<file path="src/rtl/draw_rect_char.sv">
// -----------------------------------------------------------------------------
// draw_rect_char
//
// Overlays a 16x16-cell text block (8x16-pixel glyphs, 128x256 pixels) onto
// a VGA-style pixel stream.  The text block's top-left corner is at
// (X_POS, Y_POS).  The module addresses an external char ROM (char_xy) and an
// external font ROM (char_line -> char_pixels), each with one cycle of read
// latency.  The pixel stream is delayed four cycles so the overlay decision
// lines up with the returned glyph row.
//
// Timing, for a pixel presented on the inputs in cycle N:
//   N+1  char_xy registered (cell column/row)
//   N+2  char_line registered (glyph row), aligned with the char ROM output
//   N+3  char_pixels expected on the input (font ROM output)
//   N+4  all *_out registered, rgb_out carries the overlay
//
// Ports:
//   clk, rst            pixel clock, synchronous active-high reset
//   hcount_in/vcount_in pixel position from the upstream timing stage
//   hsync_in/vsync_in   upstream syncs
//   hblnk_in/vblnk_in   upstream blanking
//   rgb_in              upstream RGB444 colour
//   char_xy             cell address to char ROM: [7:4] column, [3:0] row
//   char_line           glyph row to font ROM
//   char_pixels         glyph row bitmap, bit 7 = leftmost pixel
//   *_out               delayed stream with the text overlay applied
//
// Build option:
//   DRAW_RECT_CHAR_BG_EN  when defined, glyph-background pixels inside the
//                         text block are painted BG_COLOR; otherwise the
//                         background is transparent (rgb_in shows through).
//
// This block has no handshake and no FSM; every register advances every
// clock cycle.
// -----------------------------------------------------------------------------
module draw_rect_char #(
  parameter logic [10:0] X_POS      = 11'd32,
  parameter logic [10:0] Y_POS      = 11'd32,
  parameter logic [11:0] TEXT_COLOR = 12'hFFF,
  parameter logic [11:0] BG_COLOR   = 12'h000
) (
  input  logic        clk,
  input  logic        rst,
  input  logic [10:0] hcount_in,
  input  logic [10:0] vcount_in,
  input  logic        hsync_in,
  input  logic        vsync_in,
  input  logic        hblnk_in,
  input  logic        vblnk_in,
  input  logic [11:0] rgb_in,
  output logic [7:0]  char_xy,
  output logic [3:0]  char_line,
  input  logic [7:0]  char_pixels,
  output logic [10:0] hcount_out,
  output logic [10:0] vcount_out,
  output logic        hsync_out,
  output logic        vsync_out,
  output logic        hblnk_out,
  output logic        vblnk_out,
  output logic [11:0] rgb_out
);

  typedef struct packed {
    logic [10:0] hcount;
    logic [10:0] vcount;
    logic        hsync;
    logic        vsync;
    logic        hblnk;
    logic        vblnk;
    logic [11:0] rgb;
  } px_t;

  // Position relative to the text block; wraps for pixels left of / above
  // the block, which is why in_rect also compares against X_POS/Y_POS.
  logic [10:0] rel_x;
  logic [10:0] rel_y;
  logic        in_rect;

  assign rel_x   = hcount_in - X_POS;
  assign rel_y   = vcount_in - Y_POS;
  assign in_rect = (hcount_in >= X_POS) && (rel_x < 11'd128) &&
                   (vcount_in >= Y_POS) && (rel_y < 11'd256);

  // Three-deep delay lines; the output register forms the fourth stage.
  px_t        px_d  [0:2];
  logic [2:0] col_d [0:2];
  logic       in_d  [0:2];
  logic [3:0] line_d1;

  // Overlay decision for the pixel leaving stage 3.
  logic        pix_on;
  logic        blank;
  logic [11:0] rgb_next;

  assign pix_on = char_pixels[3'd7 - col_d[2]];
  assign blank  = px_d[2].hblnk | px_d[2].vblnk;

  always_comb begin
    rgb_next = px_d[2].rgb;
    if (in_d[2] && !blank) begin
      if (pix_on) begin
        rgb_next = TEXT_COLOR;
      end else begin
`ifdef DRAW_RECT_CHAR_BG_EN
        rgb_next = BG_COLOR;
`else
        rgb_next = px_d[2].rgb;
`endif
      end
    end
  end

  always_ff @(posedge clk) begin
    if (rst) begin
      char_xy    <= '0;
      line_d1    <= '0;
      char_line  <= '0;
      for (int i = 0; i < 3; i++) begin
        px_d[i]  <= '0;
        col_d[i] <= '0;
        in_d[i]  <= 1'b0;
      end
      hcount_out <= '0;
      vcount_out <= '0;
      hsync_out  <= 1'b0;
      vsync_out  <= 1'b0;
      hblnk_out  <= 1'b0;
      vblnk_out  <= 1'b0;
      rgb_out    <= '0;
    end else begin
      // Stage 1: address the char ROM every cycle, in or out of the block.
      char_xy  <= {rel_x[6:3], rel_y[7:4]};
      line_d1  <= rel_y[3:0];
      px_d[0]  <= '{hcount: hcount_in, vcount: vcount_in,
                    hsync: hsync_in, vsync: vsync_in,
                    hblnk: hblnk_in, vblnk: vblnk_in, rgb: rgb_in};
      col_d[0] <= rel_x[2:0];
      in_d[0]  <= in_rect;

      // Stage 2: glyph row lines up with the char ROM's code output.
      char_line <= line_d1;
      px_d[1]   <= px_d[0];
      col_d[1]  <= col_d[0];
      in_d[1]   <= in_d[0];

      // Stage 3: font ROM returns char_pixels during this stage.
      px_d[2]   <= px_d[1];
      col_d[2]  <= col_d[1];
      in_d[2]   <= in_d[1];

      // Stage 4: registered outputs.
      hcount_out <= px_d[2].hcount;
      vcount_out <= px_d[2].vcount;
      hsync_out  <= px_d[2].hsync;
      vsync_out  <= px_d[2].vsync;
      hblnk_out  <= px_d[2].hblnk;
      vblnk_out  <= px_d[2].vblnk;
      rgb_out    <= rgb_next;
    end
  end

endmodule

</file>
<file path="config.mk">
export PLATFORM = sky130hd
export DESIGN_NAME = draw_rect_char
export DESIGN_NICKNAME = d
export VERILOG_FILES = /design/src/rtl/draw_rect_char.sv
export SDC_FILE = /design/constraint.sdc
export NUM_CORES = 1
export LEC_CHECK = 0
export CORE_MARGIN = 3
export CORE_UTILIZATION = 45
export DETAILED_ROUTE_END_ITERATION = 8
export PLACE_DENSITY_LB_ADDON = 0.15
export SLEW_MARGIN = 20
export SYNTH_ARGS = -nofsm -noshare
export SYNTH_HDL_FRONTEND = slang
export SYNTH_SLANG_ARGS = --single-unit
</file>
<file path="constraint.sdc">
create_clock -name clk -period 1.7 [get_ports clk]
set_clock_uncertainty 0.15 [all_clocks]
set_input_delay 0.51 -clock clk [delete_from_list [all_inputs] [get_ports clk]]
set_output_delay 0.51 -clock clk [all_outputs]
set_load 0.05 [all_outputs]
</file>
==> results <==
## final timing paths
| check | end | depth (start not counted) | slack, ns | from |
|---|---|---|---|---|
| worst max-delay path | hsync_out | 1 | 0.03 | hsync_out$_SDFF_PP0_ |
| worst min-delay path | vblnk_out$_SDFF_PP0_ | 2 | 0.04 | rst |
| worst max register to register | rgb_out[7]$_SDFF_PP0_ | 4 | 0.09 | px_d[0][103]$_SDFF_PP0_ |
| worst min register to register | px_d[0][110]$_SDFF_PP0_ | 1 | 0.28 | px_d[0][72]$_SDFF_PP0_ |
## final cells by class
cell class / count / area (sq um) / area share
Clock buffer: 23 / 457 / 0.0656
Clock inverter: 9 / 131 / 0.0189
Inverter: 16 / 60.1 / 0.00862
Multi-Input combinational cell: 185 / 1280 / 0.184
Sequential cell: 160 / 3270 / 0.469
Tap cell: 133 / 166 / 0.0239
Timing Repair Buffer: 108 / 1600 / 0.230
## state kept, by name (all words and copies together), names as in the netlist
register,count
px_d,105
rgb_out,12
hcount_out,11
vcount_out,11
char_xy,8
char_line,3
in_d,3
line_d1,3
hblnk_out,1
hsync_out,1
vblnk_out,1
vsync_out,1
## power breakdown
part           internal, mW  switching (mW)  total [mW]  leakage, nW
Combinational         0.322           0.257       0.579         1.14
Sequential             3.89          0.0461        3.93         1.33
Clock                  2.31            1.36        3.67        0.279
Total                  6.52            1.66        8.19         2.75
## per-stage QoR
stage / instance area (sq um) / setup slack (ns) / hold WS (ns) / std cells
2_1_floorplan: 4710 / -0.0122 / 0.264 / 389
3_3_place_gp: 6310 / -0.393 / 0.266 / 602
3_5_place_dp: 6310 / -0.410 / 0.270 / 602
4_1_cts: 6950 / -0.00547 / 0.00709 / 634
5_1_grt: 6970 / -0.0203 / 0.00964 / 634
6_report: 6970 / 0.0341 / 0.0355 / 634
## repair_timing
item	in CTS	in global routing
hold buffers	0	0
endpoints found under the setup margin	41	17
gates resized for setup	41	9
## metal layers
metal	up-vias	routed length (um)
met5	-	0
met4	0	148
met3	13	547
met2	73	3740
met1	1224	2730
li1	1400	-
## cells in the final DEF (no fill, tap or decap), types with 4 or more instances in the layout
| master | synthesis | routed |
|---|---|---|
| sky130_fd_sc_hd__o32ai_2 | 10 | 10 |
| sky130_fd_sc_hd__clkbuf_16 | 0 | 16 |
| sky130_fd_sc_hd__dfxtp_1 | 160 | 110 |
| sky130_fd_sc_hd__clkdlybuf4s50_1 | 0 | 46 |
| sky130_fd_sc_hd__inv_1 | 16 | 16 |
| sky130_fd_sc_hd__buf_4 | 8 | 8 |
| sky130_fd_sc_hd__dfxtp_2 | 0 | 50 |
| sky130_fd_sc_hd__nor2_1 | 13 | 13 |
| sky130_fd_sc_hd__clkbuf_1 | 16 | 4 |
| sky130_fd_sc_hd__buf_12 | 0 | 54 |
| sky130_fd_sc_hd__nor2b_1 | 140 | 140 |
## kinds of logic (layout without fill, tap and decap cells)
| kind of cell | count (synthesis) | after routing | share of synthesized area |
|---|---|---|---|
| buffers and inverters | 44 | 156 | 0.0453 |
| multiplexers | 3 | 3 | 0.00905 |
| adder cells (fa/ha/maj) | 2 | 2 | 0.00532 |
| XOR/XNOR | 1 | 1 | 0.00186 |
| flip-flops | 160 | 160 | 0.682 |
| AND/OR/NAND/NOR | 161 | 161 | 0.210 |
| AO/OA/AOI/OAI | 18 | 18 | 0.0474 |
==> out/results.md <==
| Step | Quantity | Value |
|---|---|---|
| run status | Status | completed |
| pwr | Total power consumption of the routed design | 8.19 mW |
| detailed routing | Antenna Nets Post-Route | 0 |
| sta | Sum of negative setup slack | 0 ns |
| pwr | Leakage power summed over all cells | 2.75 nW |
| critical path | Data arrival at the endpoint of the critical path | 1.01 ns |
| clocking | Number of buffers added for setup after CTS | 0 |
| final layout | Diode insertion count for antenna repair | 0 |
| floorplanning | Chip height | 108 um |
| global routing | Antenna violations before repair | 0 |
| global routing | Routing usage on met3 | 0.0657 |
| floorplanning | Width of the die | 108 um |
| logic synthesis | Share of Yosys cell area claimed by the top area cell type | 0.682 |
| job | Total of max-cap violations | 0 |
| detailed routing | First-pass DRT Iterations | 4 |
| clocking | Clock root buffer | sky130_fd_sc_hd__clkbuf_8 |
| clocking | Clock buffer count from CTS | 17 |
| clocking | Clock-pin slew of the registers on the worst-case setup and hold paths | 0.06 ns |
| sta | Achievable frequency | 600 MHz |
| floorplanning | Die area | 11,700 sq um |
| clocking | Clock Path Buffers | 2 |
| global routing | Vias in the first global route | 2,614 |
| logic synthesis | Flip-flop and latch count after synthesis | 160 |
| global routing | Maximum number of pins on one net before global-route repair | 87 |
| sta | Final critical-path share of the clock period | 0.980 |
| critical path | Critical path start-end classification | flop to output pin |
| detailed routing | Via count normalized by instance count | 4.27 |
| sta | Final critical path time including I/O delays and setup | 1.67 ns |
| floorplanning | Top-level port count | 98 |
| critical path | Max incr delay on CP | 0.36 ns |
| critical path | CP Data Required Time | 1.04 ns |
| detailed routing | Routed wire length per instance | 11.3 um |
| final layout | Post-layout net count | 538 |
| critical path | Critical Path End Type | output pin |
| final layout | Post-route core utilization | 0.700 |
| final layout | Area growth syn-to-layout | 48.2% |
| global routing | Most crowded layer after global routing | met2 |
| clocking | Number of H-tree levels | 4 |
| detailed routing | Total DRC errors in the routed layout | 0 |
| logic synthesis | Async S/R FF share, synth | 0 |
| pwr | Total power density per cell area | 1180 nW/um^2 |
| logic synthesis | Ranking of synthesized cells by area | sky130_fd_sc_hd__dfxtp_1, sky130_fd_sc_hd__nor2b_1, sky130_fd_sc_hd__o32ai_2, sky130_fd_sc_hd__buf_4, sky130_fd_sc_hd__clkbuf_1 |
| global routing | Global-route wire length before repair | 11.9 mm |
| global routing | Global route overflow | 0 |
| logic synthesis | Most frequently used cell type in the post-synthesis netlist | sky130_fd_sc_hd__dfxtp_1 |
| global routing | All-Layer GR Usage | 0.134 |
| sta | Setup repair after global routing missed its margin | yes |
| detailed routing | Routed Wire Length | 7.16 mm |
| clocking | Num Clock Sinks | 160 |
| critical path | CP startpoint kind | flop |
| sta | Fin. max-slew vios | 0 |
| logic synthesis | Most frequent cells after synthesis | sky130_fd_sc_hd__dfxtp_1, sky130_fd_sc_hd__nor2b_1, sky130_fd_sc_hd__clkbuf_1, sky130_fd_sc_hd__inv_1, sky130_fd_sc_hd__nor2_1 |
| critical path | Worst path buffer plus inverter count | 1 |
| global routing | Routing usage on met2 | 0.229 |
| place | Number of buffer cells added on primary ports | 97 |
| logic synthesis | Net Count, Synth | 439 |
| sta | Slew of the pin with the lowest slew margin | 0.343 ns |
| clocking | Worst skew pair latency | 0.51 ns |
| pwr | Peak VDD IR | 0.686 mV |
| logic synthesis | Most common flop cell mapped by yosys | sky130_fd_sc_hd__dfxtp_1 |
| floorplanning | Initial Util | 0.472 |
| floorplanning | Standard-cell row count | 36 |
| detailed routing | Vias | 2,710 |
| detailed routing | First-iteration detailed-routing DRC count | 43 |
| critical path | Worst-path maximum fanout | 1 |
| logic synthesis | Cell variety after synth | 27 |
| final layout | Layout cell share with drive strength beyond 1 | 0.305 |
| sta | Final setup violation count | 0 |
| logic synthesis | Synth area leader | sky130_fd_sc_hd__dfxtp_1 |
| sta | Worst-case headroom to the max-slew limit | 0.771 |
| final layout | Layout fillers | 708 |
| clocking | Clock tree from TritonCTS | yes |
| logic synthesis | Sequential area share after synthesis | 0.682 |
| logic synthesis | Cells after synthesis | 389 |
| min path | Class of the most critical hold timing path | input pin to flop |
| logic synthesis | Cell area after synthesis | 4700 sq um |
| critical path | Critical-path cell with the highest stage delay | sky130_fd_sc_hd__dfxtp_2 |
| place | Routability congestion estimate | 0.757 |
| sta | Final Hold Viols | 0 |
| logic synthesis | Synthesized area per cell | 12.1 sq um |
| place | Detailed placement HPWL | 4.72 mm |
| floorplanning | Core Box Area | 9950 sq um |
| critical path | Kind of cell adding the most delay to the critical path | flip-flops |
| logic synthesis | Count of flip-flops with a built-in enable after synthesis | 0 |
| critical path | Worst path cell trace | buf_12 |
| global routing | Met1 Track Usage GR | 0.136 |
| logic synthesis | YS warnings | 0 |
(Power assumes the default switching activity.)
